[src/rtl/pool_engine_v2.sv]
// Max-pooling engine: LANES FP16 channels over k x k windows, -inf padding, serial per-lane writeback.
// Per pixel: k*k + RD_LAT + 1 cycles to the first output_en; each word is held until output_ready.
module pool_engine_v2 #(
  parameter  int LANES  = 8,
  parameter  int DW     = 16,
  parameter  int ADDR_W = 12,
  parameter  int SIDE_W = 8,
  parameter  int RD_LAT = 1,
  localparam int LW     = (LANES > 1) ? $clog2(LANES) : 1
) (
  input  logic                  clk,
  input  logic                  rst_n,
  input  logic                  engine_valid,
  input  logic [SIDE_W-1:0]     kernel,
  input  logic [SIDE_W-1:0]     stride,
  input  logic [SIDE_W-1:0]     pad,
  input  logic [SIDE_W-1:0]     i_side,
  input  logic [SIDE_W-1:0]     o_side,
  input  logic                  relu_en,
  input  logic [ADDR_W-1:0]     d_base,
  output logic                  d_ram_read_en,
  output logic [ADDR_W-1:0]     d_ram_read_addr,
  input  logic [LANES*DW-1:0]   input_data,
  output logic                  output_en,
  input  logic                  output_ready,
  output logic [DW-1:0]         output_data,
  output logic [LW-1:0]         out_lane,
  output logic                  pool_finish,
  output logic                  busy,
  output logic [31:0]           timer
);

  typedef enum logic [2:0] {S_IDLE, S_ISSUE, S_DRAIN, S_WRITE, S_DONE} state_t;

  localparam int                IW        = 2 * SIDE_W + 2;
  localparam logic [SIDE_W-1:0] S_ONE     = SIDE_W'(1);
  localparam logic [DW-1:0]     NEG_INF   = DW'(16'hFC00);
  localparam logic [LW-1:0]     LAST_LANE = LW'(LANES - 1);

  state_t              r_state, w_next;
  logic [SIDE_W-1:0]   r_k, r_s, r_p, r_is, r_os;
  logic [SIDE_W-1:0]   r_kx, r_ky, r_ox, r_oy;
  logic                r_relu;
  logic [ADDR_W-1:0]   r_base;
  logic [LW-1:0]       r_lane;
  logic [RD_LAT-1:0]   r_vpipe, r_opipe, r_fpipe;
  logic [DW-1:0]       r_acc [LANES];
  logic [DW-1:0]       r_wb  [LANES];
  logic [DW-1:0]       w_tap [LANES];
  logic [31:0]         r_timer;
  logic [SIDE_W-1:0]   w_km1, w_osm1;
  logic [IW-1:0]       w_iy, w_ix, w_lin;
  logic                w_inb, w_last_tap, w_last_pix, w_degen;

  // Order-preserving unsigned key for FP16: larger key means larger value, -0 < +0.
  function automatic logic [DW-1:0] f_key(input logic [DW-1:0] x);
    return x[DW-1] ? ~x : {1'b1, x[DW-2:0]};
  endfunction

  assign w_km1      = r_k - S_ONE;
  assign w_osm1     = r_os - S_ONE;
  assign w_iy       = IW'(r_oy) * IW'(r_s) + IW'(r_ky) - IW'(r_p);
  assign w_ix       = IW'(r_ox) * IW'(r_s) + IW'(r_kx) - IW'(r_p);
  assign w_inb      = !w_iy[IW-1] && !w_ix[IW-1] && (w_iy < IW'(r_is)) && (w_ix < IW'(r_is));
  assign w_lin      = w_iy * IW'(r_is) + w_ix;
  assign w_last_tap = (r_kx == w_km1) && (r_ky == w_km1);
  assign w_last_pix = (r_ox == w_osm1) && (r_oy == w_osm1);
  assign w_degen    = (kernel == '0) || (stride == '0) || (o_side == '0);

  always_comb begin
    for (int l = 0; l < LANES; l++) begin
      w_tap[l] = r_opipe[RD_LAT-1] ? NEG_INF : input_data[l*DW +: DW];
    end
  end

  always_comb begin
    w_next = r_state;
    case (r_state)
      S_IDLE:  if (engine_valid) w_next = w_degen ? S_DONE : S_ISSUE;
      S_ISSUE: if (w_last_tap) w_next = S_DRAIN;
      S_DRAIN: if (r_vpipe == '0) w_next = S_WRITE;
      S_WRITE: if (output_ready && (r_lane == LAST_LANE)) w_next = w_last_pix ? S_DONE : S_ISSUE;
      S_DONE:  w_next = S_IDLE;
      default: w_next = S_IDLE;
    endcase
  end

  always_ff @(posedge clk or negedge rst_n) begin
    if (!rst_n) begin
      r_state <= S_IDLE;
      r_k     <= '0;
      r_s     <= '0;
      r_p     <= '0;
      r_is    <= '0;
      r_os    <= '0;
      r_kx    <= '0;
      r_ky    <= '0;
      r_ox    <= '0;
      r_oy    <= '0;
      r_relu  <= 1'b0;
      r_base  <= '0;
      r_lane  <= '0;
      r_vpipe <= '0;
      r_opipe <= '0;
      r_fpipe <= '0;
      r_timer <= '0;
      for (int l = 0; l < LANES; l++) begin
        r_acc[l] <= '0;
        r_wb[l]  <= '0;
      end
    end else begin
      r_state <= w_next;
      case (r_state)
        S_IDLE: begin
          if (engine_valid) begin
            r_k    <= kernel;
            r_s    <= stride;
            r_p    <= pad;
            r_is   <= i_side;
            r_os   <= o_side;
            r_relu <= relu_en;
            r_base <= d_base;
            r_kx   <= '0;
            r_ky   <= '0;
            r_ox   <= '0;
            r_oy   <= '0;
            r_lane <= '0;
          end
        end
        S_ISSUE: begin
          if (r_kx == w_km1) begin
            r_kx <= '0;
            r_ky <= (r_ky == w_km1) ? '0 : r_ky + S_ONE;
          end else begin
            r_kx <= r_kx + S_ONE;
          end
        end
        S_DRAIN: begin
          if (r_vpipe == '0) begin
            for (int l = 0; l < LANES; l++) begin
              r_wb[l] <= (r_relu && r_acc[l][DW-1]) ? '0 : r_acc[l];
            end
          end
        end
        S_WRITE: begin
          if (output_ready) begin
            if (r_lane == LAST_LANE) begin
              r_lane <= '0;
              if (r_ox == w_osm1) begin
                r_ox <= '0;
                r_oy <= r_oy + S_ONE;
              end else begin
                r_ox <= r_ox + S_ONE;
              end
            end else begin
              r_lane <= r_lane + LW'(1);
            end
          end
        end
        default: ;
      endcase

      // Padded taps travel the same pipe as real reads and are replaced by -inf on exit.
      r_vpipe[0] <= (r_state == S_ISSUE);
      r_opipe[0] <= !w_inb;
      r_fpipe[0] <= (r_kx == '0) && (r_ky == '0);
      for (int i = 1; i < RD_LAT; i++) begin
        r_vpipe[i] <= r_vpipe[i-1];
        r_opipe[i] <= r_opipe[i-1];
        r_fpipe[i] <= r_fpipe[i-1];
      end

      if (r_vpipe[RD_LAT-1]) begin
        for (int l = 0; l < LANES; l++) begin
          if (r_fpipe[RD_LAT-1] || (f_key(w_tap[l]) > f_key(r_acc[l]))) r_acc[l] <= w_tap[l];
        end
      end

      if ((r_state != S_IDLE) && (r_timer != '1)) r_timer <= r_timer + 32'd1;
    end
  end

  assign busy            = (r_state != S_IDLE);
  assign pool_finish     = (r_state == S_DONE);
  assign d_ram_read_en   = (r_state == S_ISSUE) && w_inb;
  assign d_ram_read_addr = d_ram_read_en ? r_base + ADDR_W'(w_lin) : '0;
  assign output_en       = (r_state == S_WRITE);
  assign output_data     = r_wb[r_lane];
  assign out_lane        = r_lane;
  assign timer           = r_timer;

endmodule
[config.mk]
export PLATFORM = sky130hd
export DESIGN_NAME = pool_engine_v2
export DESIGN_NICKNAME = d
export VERILOG_FILES = /design/src/rtl/pool_engine_v2.sv
export SDC_FILE = /design/constraint.sdc
export NUM_CORES = 2
export LEC_CHECK = 0
export CAP_MARGIN = 20
export CORE_ASPECT_RATIO = 1.25
export CORE_MARGIN = 2
export CORE_UTILIZATION = 40
export CTS_CLUSTER_DIAMETER = 50
export CTS_CLUSTER_SIZE = 24
export DETAILED_ROUTE_END_ITERATION = 8
export HOLD_SLACK_MARGIN = 0.05
export REMOVE_ABC_BUFFERS = 1
export SLEW_MARGIN = 10
export SYNTH_ARGS = -nofsm -noshare
export SYNTH_HDL_FRONTEND = slang
export SYNTH_SLANG_ARGS = --single-unit
export TNS_END_PERCENT = 1
[constraint.sdc]
create_clock -name clk -period 14.8 [get_ports clk]
set_input_delay 2.22 -clock clk [delete_from_list [all_inputs] [get_ports clk]]
set_output_delay 2.22 -clock clk [all_outputs]
set_load 0.05 [all_outputs]
==> results.md <==
- The maximum fanout count along the critical path is 17.
- For this run, the slowest stage of the critical path takes 790 ps.
- The flow ran to the end, and the final reports show no timing, DRC or antenna violations.
- The synthesis-to-layout area growth is 16.2%.
- Sorting the synthesized cells by area gives the leading types as sky130_fd_sc_hd__dfrtp_1, sky130_fd_sc_hd__ha_1, sky130_fd_sc_hd__fa_1.
- The share of the synthesized area in the top cell type is 30.0%.
- Setup violations remaining at the end of the flow were counted as 0.
- The filler cell count is 7705.
- The path class of the tightest hold or removal check is reg -> reg.
- The residual antenna-violating net count after detailed routing is 0.
- The required time at the worst-slack endpoint is 12580 ps.
- The cell type with the largest total area after synthesis is sky130_fd_sc_hd__dfrtp_1.
- The number of buffers on the longest clock path is 3.
- The most used flip-flop cell after synthesis is sky130_fd_sc_hd__dfrtp_1.
- After detailed placement, the design holds a cell count of 4572.
- After detailed routing, the number of remaining DRC violations is 0.
- The number of hold violations in the final report is 0.
- The reported max-cap violation count is 0.
- 252 I/O pins were placed.
- Using the TritonRoute via totals, the vias-per-cell ratio works out to 5.18.
- Port buffering added 251 buffers.
- The number of detailed-route iterations in the first pass is 5.
- Sequential elements use 30.0% of the synthesized area.
- After synthesis the cells add up to 0.0319 mm^2.
- The worst slew margin relative to its limit is 28.8%.
- The synthesized area per cell is 9.34 um^2.
- STA classifies the critical path startpoint as a register.
- The number of warnings reported in the yosys synthesis log is 0.
- The count of final max-slew check failures is 0.
- The multi-input combinational cells in the finished layout cover a total of 0.0204 mm^2.
- The final route contains 24.2k vias.
- Summed over all nets, the half-perimeter wirelength after detailed placement is 68.7 mm.
- TritonCTS built the clock tree.
- For this run, the total global-route usage over all layers was measured as 22.0%.
- The clock-pin transition on the worst setup and hold timing paths is 60 ps.
- The post-detailed-routing wire length is 89.5 mm.
- The die area is 0.0819 mm^2.
- The startpoint identified for the worst register-to-register timing path is r_s[2].
- Hold repair after CTS inserted 0 buffers.
- After the last flow step, the layout net total stands at 4215.
- The congestion estimate from routability-driven global placement came to 0.904.
- The wire length of the first global-routing pass is 141 mm.
- The floorplan step set the die height to 320 um.
- The maximum number of pins on one net before global-route repair is 136.
- The shortest clock period the worst path allows after layout is 13290 ps.
- The critical-path cell with the highest stage delay is sky130_fd_sc_hd__clkdlybuf4s50_1.
- The smallest hold slack is 476 ps.
- The cell sitting at the root of the clock tree is a sky130_fd_sc_hd__clkbuf_16.
- The initialized floorplan defines 115 standard-cell rows.
- Yosys mapped a number of flops with a built-in enable equal to 0.
- The number of global-route vias before repair came to 24.9k.
- The kind of end point of the critical path is an output pin.
- In this run the number of H-tree levels came out at 2.
- The later pin in the worst-skew pair is clocked with a latency of 620 ps.
- The mean routed wirelength per cell is 19.2 um.
- In this design, the critical path's most frequently occurring cell is sky130_fd_sc_hd__fa_1.
- The final setup skew is 28.0 ps.
- Setup repair after global routing left no endpoint under its margin.
- The number of gates given a new drive strength after cts is 0.
- The distinct cell type count of the synthesized netlist is 87.
- The sequential standard cell area is 0.00956 mm^2.
- The placed instances occupy a cell area of 0.0352 mm^2.
- The worst register-to-register path ends at r_opipe.
- Once the clock tree was built, the setup fixing pass inserted 0 buffers.
- The arrival time reported for the critical path endpoint is 11070 ps.
- The fraction of the cycle the final worst path needs is 89.8%.
- The clock drives 382 sinks.
- The post-route netlist has 7.23% of its cells at a drive strength greater than 1.
- The initial standard-cell utilization of the core is 40.4%.
- By instance count, the leading cell after synthesis is sky130_fd_sc_hd__nand2_1.
- In this run the worst setup path terminates at d_ram_read_addr[11].
- The startpoint-to-endpoint class of the critical path is reg -> out.
- The number of buffers inserted during clock tree synthesis is 50.
- In the synthesized netlist the async set-or-reset flop fraction comes to 100%.
- The setup check on the worst reg-to-reg path leaves a slack of 7690 ps.
- For the pin with the worst max-slew slack, the measured transition is 1070 ps.
- Excluding fillers, the count of instances in the completed layout stands at 4666.
- By count the netlist is led by sky130_fd_sc_hd__nand2_1, sky130_fd_sc_hd__dfrtp_1, sky130_fd_sc_hd__inv_1.
- The launching instance or port of the critical path is r_s[2].
- The number of antenna violations at the first check in global routing is 1.
- The number of synthesized register bits is 382.
- The core outline area is 0.0789 mm^2.
- The die extent in x is 256 um.
- Based on the critical path, the design can be clocked at up to 0.0753 GHz.
- The total overflow left after global routing is 0.
- The number of violations reported at the end of detailed-routing iteration 0 is 1553.
- The final non-filler cell area is 0.0370 mm^2.
- The cell depth of the worst flop-to-flop path is 22.
- Setup total negative slack on the finished layout was measured at 0 ps.
- In the synthesized netlist, the number of instances is 3412.
-- layer usage --
layer | wire [um] | part of all wire, % | global-route usage [%] | up-vias
met5 | 9 | 0.010 | 0 | -
met4 | 3740 | 4.2 | 8.89 | 2
met1 | 36100 | 40 | 26.2 | 11800
met3 | 3850 | 4.3 | 3.38 | 161
li1 | - | - | - | 11700
met2 | 45800 | 51 | 39.6 | 494
-- per-stage QoR --
| step | setup WS [ps] | utilization, % |
|---|---|---|
| floorplan | 3410 | - |
| global placement | 2260 | 44.7 |
| detailed placement | 2130 | 44.7 |
| CTS | 1480 | 46.9 |
| global route | 925 | 46.9 |
| finish | 1510 | 46.9 |
-- cells by family after synthesis --
| family | synth area share, % |
|---|---|
| compound gates | 10.1 |
| xor+xnor | 10.1 |
| fa+ha+maj | 21.5 |
| buf+inv | 5.93 |
| flops | 30.0 |
| mux | 6.22 |
| simple gates | 16.1 |
-- layout by cell type, fill, tap and decap left out, types with 12 or more instances in the layout --
cell type / synthesis / final
sky130_fd_sc_hd__a32o_1: 24 / 24
sky130_fd_sc_hd__mux2_2: 81 / 81
sky130_fd_sc_hd__nand3_1: 50 / 50
sky130_fd_sc_hd__o211ai_1: 15 / 15
sky130_fd_sc_hd__xor2_1: 59 / 59
sky130_fd_sc_hd__a22o_1: 23 / 23
sky130_fd_sc_hd__o21ai_0: 210 / 210
sky130_fd_sc_hd__nor2b_1: 69 / 68
sky130_fd_sc_hd__and3_1: 17 / 17
sky130_fd_sc_hd__a21oi_1: 53 / 52
sky130_fd_sc_hd__a211oi_1: 12 / 12
sky130_fd_sc_hd__xnor2_1: 289 / 289
sky130_fd_sc_hd__ha_1: 305 / 305
sky130_fd_sc_hd__nand2b_1: 93 / 93
sky130_fd_sc_hd__fa_1: 152 / 152
sky130_fd_sc_hd__o31ai_1: 14 / 14
sky130_fd_sc_hd__dfrtp_1: 382 / 380
sky130_fd_sc_hd__inv_1: 319 / 319
sky130_fd_sc_hd__clkdlybuf4s50_1: 0 / 250
sky130_fd_sc_hd__a22oi_1: 13 / 13
sky130_fd_sc_hd__clkbuf_16: 0 / 50
sky130_fd_sc_hd__nand4_1: 30 / 30
sky130_fd_sc_hd__nand2_1: 490 / 490
sky130_fd_sc_hd__and2_1: 60 / 59
sky130_fd_sc_hd__mux2i_1: 35 / 35
sky130_fd_sc_hd__inv_6: 0 / 12
sky130_fd_sc_hd__nor2_1: 175 / 175
sky130_fd_sc_hd__buf_4: 0 / 25
sky130_fd_sc_hd__o21a_1: 34 / 34
sky130_fd_sc_hd__nor4_1: 15 / 15
sky130_fd_sc_hd__mux4_2: 32 / 32
sky130_fd_sc_hd__a21o_1: 27 / 27
sky130_fd_sc_hd__nor3_1: 34 / 34
-- sequential cells by signal, summed over array words and instances (netlist names), 12 cells and up --
signal  flops
r_acc     128
r_base     12
r_wb      128
timer      32
-- worst max-delay path: cells and delay by family, from the launching register on --
family                   cells  cell delay, ps
AO/OA/AOI/OAI                1             300
XOR/XNOR                     9            2360
adder cells (fa/ha/maj)     11            5410
buffers and inverters        6            1050
flip-flops                   1             680
AND/OR/NAND/NOR              5             650
-- area by class of cell --
cell class,count,area share (%)
Clock buffer,54,3.48
Clock inverter,37,1.19
Sequential cell,382,25.8
Antenna cell,1,0.00676
Multi-Input combinational cell,2541,55.2
Inverter,319,3.24
Tap cell,1053,3.56
Timing Repair Buffer,279,7.50
-- worst min path at each step --
stage	cells after the start	endpoint	slack (ps)	from
after floorplan	2	r_wb[31]	440	r_wb[31]
after global placement	1	out_lane[0]	450	out_lane[0]
after CTS	2	r_wb[80]	480	r_wb[80]
after global routing	1	out_lane[0]	500	out_lane[0]
final	2	r_wb[80]	480	r_wb[80]
after detailed placement	2	r_wb[80]	460	r_wb[80]
Power is left out: the tool's default activity adds up to more than one toggle a clock period on the data nets, which glitch-free logic cannot reach.
